===== src/rtl/dm_access_arbiter.sv =====
// Two-port round-robin arbiter in front of a single-port data memory.
// Each transaction is IDLE (grant) -> ACCESS (memory cycle) -> RESP (rvalid pulse).
module dm_access_arbiter #(
  parameter int ADDR_W = 12,
  parameter int DATA_W = 32
) (
  input  logic              clk,
  input  logic              rst_n,
  input  logic              m0_req,
  input  logic              m0_we,
  input  logic              m0_byte,
  input  logic [ADDR_W-1:0] m0_addr,
  input  logic [DATA_W-1:0] m0_wdata,
  output logic              m0_gnt,
  output logic              m0_rvalid,
  output logic [DATA_W-1:0] m0_rdata,
  output logic              m0_err,
  input  logic              m1_req,
  input  logic              m1_we,
  input  logic              m1_byte,
  input  logic [ADDR_W-1:0] m1_addr,
  input  logic [DATA_W-1:0] m1_wdata,
  output logic              m1_gnt,
  output logic              m1_rvalid,
  output logic [DATA_W-1:0] m1_rdata,
  output logic              m1_err,
  output logic              dm_wren,
  output logic              dm_wrbyte,
  output logic [ADDR_W-1:0] dm_addr,
  output logic [DATA_W-1:0] dm_din,
  input  logic [DATA_W-1:0] dm_dout,
  input  logic [7:0]        dm_bytedout
);

  localparam logic [1:0] S_IDLE   = 2'd0;
  localparam logic [1:0] S_ACCESS = 2'd1;
  localparam logic [1:0] S_RESP   = 2'd2;

  // Highest address at which a full word still fits inside the memory.
  localparam logic [ADDR_W-1:0] MAX_WORD = ADDR_W'((2 ** ADDR_W) - 4);

  logic [1:0]        state_q, state_d;
  logic              ptr_q, ptr_d;
  logic              port_q, port_d;
  logic              we_q, we_d;
  logic              byte_q, byte_d;
  logic [ADDR_W-1:0] addr_q, addr_d;
  logic [DATA_W-1:0] wdata_q, wdata_d;
  logic [DATA_W-1:0] rdata0_q, rdata1_q;
  logic              err0_q, err1_q;
  logic              in_access, err_w;
  logic [DATA_W-1:0] resp_w;

  assign in_access = (state_q == S_ACCESS);
  assign err_w     = ~byte_q & (addr_q > MAX_WORD);

  // Ties go to the pointer; a lone requester wins regardless of it.
  assign m0_gnt = (state_q == S_IDLE) & m0_req & (~m1_req | ~ptr_q);
  assign m1_gnt = (state_q == S_IDLE) & m1_req & (~m0_req |  ptr_q);

  assign dm_wren   = in_access & we_q & ~err_w;
  assign dm_wrbyte = in_access & byte_q;
  assign dm_addr   = addr_q;
  assign dm_din    = wdata_q;

  assign m0_rvalid = (state_q == S_RESP) & ~port_q;
  assign m1_rvalid = (state_q == S_RESP) &  port_q;
  assign m0_rdata  = rdata0_q;
  assign m1_rdata  = rdata1_q;
  assign m0_err    = err0_q;
  assign m1_err    = err1_q;

  always_comb begin
    resp_w = '0;
    if (!we_q && !err_w)
      resp_w = byte_q ? {{(DATA_W-8){1'b0}}, dm_bytedout} : dm_dout;
  end

  always_comb begin
    state_d = state_q;
    ptr_d   = ptr_q;
    port_d  = port_q;
    we_d    = we_q;
    byte_d  = byte_q;
    addr_d  = addr_q;
    wdata_d = wdata_q;
    case (state_q)
      S_IDLE: begin
        if (m0_gnt || m1_gnt) begin
          state_d = S_ACCESS;
          port_d  = m1_gnt;
          ptr_d   = ~m1_gnt;
          we_d    = m1_gnt ? m1_we    : m0_we;
          byte_d  = m1_gnt ? m1_byte  : m0_byte;
          addr_d  = m1_gnt ? m1_addr  : m0_addr;
          wdata_d = m1_gnt ? m1_wdata : m0_wdata;
        end
      end
      S_ACCESS: state_d = S_RESP;
      default:  state_d = S_IDLE;
    endcase
  end

  always_ff @(posedge clk or negedge rst_n) begin
    if (!rst_n) begin
      state_q  <= S_IDLE;
      ptr_q    <= 1'b0;
      port_q   <= 1'b0;
      we_q     <= 1'b0;
      byte_q   <= 1'b0;
      addr_q   <= '0;
      wdata_q  <= '0;
      rdata0_q <= '0;
      rdata1_q <= '0;
      err0_q   <= 1'b0;
      err1_q   <= 1'b0;
    end else begin
      state_q <= state_d;
      ptr_q   <= ptr_d;
      port_q  <= port_d;
      we_q    <= we_d;
      byte_q  <= byte_d;
      addr_q  <= addr_d;
      wdata_q <= wdata_d;
      // Response lands in the owning port's register and holds until its next transaction.
      if (in_access) begin
        if (port_q) begin
          rdata1_q <= resp_w;
          err1_q   <= err_w;
        end else begin
          rdata0_q <= resp_w;
          err0_q   <= err_w;
        end
      end
    end
  end

endmodule


===== config.mk =====
export PLATFORM = sky130hd
export DESIGN_NAME = dm_access_arbiter
export DESIGN_NICKNAME = d
export VERILOG_FILES = /design/src/rtl/dm_access_arbiter.sv
export SDC_FILE = /design/constraint.sdc
export NUM_CORES = 1
export LEC_CHECK = 0
export ABC_AREA = 1
export ABC_CLOCK_PERIOD_IN_PS = 1530
export CAP_MARGIN = 15
export CORE_ASPECT_RATIO = 0.6
export CORE_MARGIN = 4
export CORE_UTILIZATION = 42
export CTS_BUF_LIST = sky130_fd_sc_hd__clkbuf_8 sky130_fd_sc_hd__clkbuf_16
export CTS_CLUSTER_SIZE = 16
export DETAILED_ROUTE_END_ITERATION = 8
export PLACE_DENSITY_LB_ADDON = 0.12
export SETUP_SLACK_MARGIN = 0.5
export SLEW_MARGIN = 10
export SYNTH_ARGS = -nofsm -noshare
export SYNTH_HDL_FRONTEND = slang
export SYNTH_SLANG_ARGS = --single-unit

===== constraint.sdc =====
create_clock -name clk -period 1.53 [get_ports clk]
set_input_delay 0.2295 -clock clk [delete_from_list [all_inputs] [get_ports clk]]
set_output_delay 0.2295 -clock clk [all_outputs]
set_load 0.02 [all_outputs]

Word level (Yosys, flattened, before mapping)
Cells that the tools add are included.

Mux-type cells: 8. Order comparisons: 1. Equal/unequal tests: 3. Reduce and logical (&&, ||, !) cells: 8. Bitwise logic cells: 19.

Operators with widths (count): two-way mux 32 bit (3); greater-than comparator 12 bit, second input constant (1); two-way mux 12 bit (1); bitwise AND 1 bit (10); NOT 1 bit (7); AND reduction 2 bit (3); case mux 2 bit (2 select lines) (1); == test 2 x 1 -> 1 bit, second input constant (1); == test 2 bit, second input constant (1); zero test 1 bit (2); zero test 2 bit (1); two-way mux 1 bit (2); two-way mux 2 bit (1); != test 2 x 1 -> 1 bit, second input constant (1); bitwise OR 1 bit (2); logical AND 1 bit (1); logical OR 1 bit (1).

Input port bits: 136. Word-level logic and storage cells: 50. Register bits: 116. Output and inout port bits: 116.

Logic depth before layout (Yosys ltp)
Word-level depth: 6. Mapped depth: 9. Depth with buffers taken out: 8.

Least setup slack after synthesis
Ideal clock, no wire load.

Path kind: register -> output. Start point: register addr_q[1] (netlist: dm_addr[1]). End point: output dm_wren. Cell stages (with the launch flop): 7. Path slack: 0.050 ns. Arrival time: 1.251 ns. Buffers on the path: 1. Required time: 1.300 ns. Path through: dfrtp_1 nor2_1 nor2_2 nand3_2 buf_2 nand2_1 nor2_1.

Longest elaborated chain between the ends: 4.

Ends and longest elaborated chain: from (decl) (RTL line 47) `logic [ADDR_W-1:0] addr_q, addr_d;`; from (signal assigned) (RTL line 123) `addr_q <= addr_d;`; greater-than comparator 12 bit (RTL line 55) `assign err_w = ~byte_q & (addr_q > MAX_WORD);`; bitwise AND 1 bit (RTL line 55); NOT 1 bit (RTL line 61) `assign dm_wren = in_access & we_q & ~err_w;`; bitwise AND 1 bit (RTL line 61); to (decl) (RTL line 27) `output logic dm_wren,`.

Every way passes these cells.

Final worst setup path
Start point: register addr_q[11] (netlist: dm_addr[11]). End point: output dm_wren.

Same word-level chain as after synthesis.

==> results.cfg <==
[final_layout]
final_cells = 1188
synthToLayoutAreaGrowth_pct = 90.5
final_common_cell = nand2_1
layout-drive-gt1-share_pct = 30.9
diodes = 0
fin_nets = 1147
fin_util_pct = 83.6
final_cell_mix = nand2_1 (296), buf_6 (139), clkdlybuf4s50_1 (134)

[sta]
rsz0062_at_grt = yes
fin_skew_ns = 0.0137
min_period_ns = 1.65
max_freq_mhz = 607
max-slew-margin-rel_pct = 68.2
drv_slew = 0
setup_slack_ns = -0.117
setup_viol = 45
hold_violations = 0
worstMarginPinSlew_ns = 0.477
finalCritPeriodShare_pct = 108

[route]
drt-initial-drc-count = 547
detail_route.wl_per_cell_um = 19.9
finalWirelength_mm = 23.6
via_per_inst = 5.36
drc = 0
antenna_left = 0
via_count = 6363
drtPass1Iterations = 5

[floorplanning]
core_mm2 = 0.0123
top_level_ports = 252
chipHeight_um = 95.8
row_count = 31
fp.dieW_um = 154
initial_core_util_pct = 43.9
fp.dieArea_mm2 = 0.0148

[run_status]
failed_checks = setup timing
status = finished, violations left

[yosys]
syn-cell-area_mm2 = 0.00540
synth_nets = 791
ys_seq_elements = 116
ys_types = 26
yosys_warnings = 0
syn_inst = 655
synth.avg_cell_area_um2 = 8.24
synth_seq_area_share_pct = 53.8

[critical_path]
critical_path_arrival_ns = 1.42
regToRegSetupSlack_ns = -0.08
crit_path_end_kind = output pin
crit_buf_inv = 1
r2r_cells = 6
crit_type = reg2out
r2r_end = dm_din[22]$_DFFE_PN0P_
path_cells = nand3_1, nor2_2, nand3_4, nand2_4, nor2_4, buf_6
regToRegStartpoint = state_q[0]$_DFFE_PN0P_
cp_max_fo = 2
crit_family = simple AND/OR/NAND/NOR gates
start_kind = flop
critPathMaxStageDelay_ns = 0.39
required_ns = 1.30
cp_slowest_cell = dfrtp_1

[place]
gp_congestion = 0.851
dp_hpwl_mm = 13.0
placed_cells = 1066
io_buffers = 251

[global_route]
grt_pass1_wl_mm = 30.6
antenna_found_initial = 0
grt-ovfl-total = 0
track_usage_pct = 26.4
grt_max_degree = 67
grt_pass1_vias = 5990

[clock_tree]
insertion_delay_ns = 0.41
clock_sinks = 116
cts.clk_slew.worst_paths_ns = 0.06
h-tree-depth = 4
cts_made_buffers = 17
clock-root-buffer = clkbuf_16
cts_tree = done
clockBufferDepth = 2

[power_and_ir_drop]
p_sw_mw = 9.09
ir_drop_uv = 1170
combPwrFrac_pct = 56.6
powerDensity_mw_per_mm2 = 2210
p_sw_share_pct = 40.0
p_clk_share_pct = 18.6
p_leak_nw = 5.24
intPower_mw = 13.7
seq_power_share_pct = 24.9

[flow_run]
drv_cap = 0

[hold_path]
hold_path_class = in2async
==> layer usage <==
metal | track usage (%) | wire (um)
met3 | 5.97 | 2660
met4 | 10.5 | 749
met1 | 34.9 | 9160
met2 | 42.6 | 11000
met5 | 0 | 0
==> power by group through the flow <==
stage	sequential, mW	combinational (mW)	clock (mW)
6_report	5.65	12.9	4.23
3_3_place_gp	5.29	9.47	0
5_1_grt	5.78	13.6	4.39
3_5_place_dp	5.35	9.68	0
2_1_floorplan	6.87	3.59	0
4_1_cts	5.56	11.2	4.22
==> synth_stat cells <==
cell type  instances  area [um^2]
o21bai_1           1         7.51
clkbuf_1           3         11.3
nand3_1           43          215
nor2_2             1         6.26
nor2_1            29          109
nor2_4             1         11.3
buf_1              5         18.8
nand4_1           64          400
buf_4              7         52.6
nor2_8             2         40.0
nand2_1          309         1160
inv_6              1         8.76
buf_6             13          146
o21a_1             2         15.0
o21ai_0            1         5.00
buf_2             15         75.1
o21ai_2            1         8.76
a21oi_4            1         16.3
inv_1             27          101
nand3_4            1         17.5
dfrtp_1          116         2900
nand3_2            1         10.0
inv_2              6         22.5
nand2_4            1         11.3
nand2_2            2         12.5
nor3_1             2         10.0
==> state kept, by name, indices dropped and copies added, names as in the netlist <==
name and flops:
byte_q 1, dm_addr 12, dm_din 32, m0_err 1
m0_rdata 32, m1_err 1, m1_rdata 32, port_q 1
ptr_q 1, state_q 2, we_q 1
==> what timing repair did <==
item                       CTS  global route
hold buffers                 1             0
setup buffers               32            37
pin swaps                    1            32
gates resized for setup    726            64
hold endpoints to repair    28             0
setup endpoints to repair  231           232
gates cloned                 5            16
==> how the worst max path moves through the flow <==
stage,start,end,slack [ns],depth (start not counted)
4_1_cts,byte_q$_DFFE_PN0P_,dm_wren,-0.11,7
6_report,dm_addr[11]$_DFFE_PN0P_,dm_wren,-0.12,6
3_5_place_dp,m0_req,m0_gnt,-0.40,4
3_3_place_gp,m0_req,m0_gnt,-0.40,4
5_1_grt,state_q[0]$_DFFE_PN0P_,dm_din[30]$_DFFE_PN0P_,-0.19,6
2_1_floorplan,state_q[0]$_DFFE_PN0P_,m0_gnt,0.25,4
==> kinds of logic after synthesis <==
kind of cell / count (synthesis) / share of synthesized area [%]
compound gates: 6 / 0.974
buf+inv: 77 / 8.09
flops: 116 / 53.8
simple gates: 456 / 37.1
==> metrics by stage <==
stage	hold WS (ns)	total power, mW	cell area [um^2]	TNS (ns)	setup WS [ns]
6_report	0.311	22.7	10300	-1.46	-0.117
5_1_grt	0.355	23.7	10300	-6.26	-0.192
4_1_cts	0.315	21.0	9450	-3.27	-0.105
3_5_place_dp	0.210	15.0	8190	-13.51	-0.402
3_3_place_gp	0.209	14.8	8190	-11.34	-0.396
2_1_floorplan	-0.0661	10.5	5460	0	0.253
==> area by class of cell <==
class	count	area [um^2]
Timing Repair Buffer	377	4160
Sequential cell	116	2910
Multi-Input combinational cell	462	2180
Fill cell	701	2020
Clock buffer	20	467
Tap cell	165	206
Inverter	34	168
Clock inverter	11	160
Timing Repair inverter	3	28.8
Power figures use the tool's default switching activity.
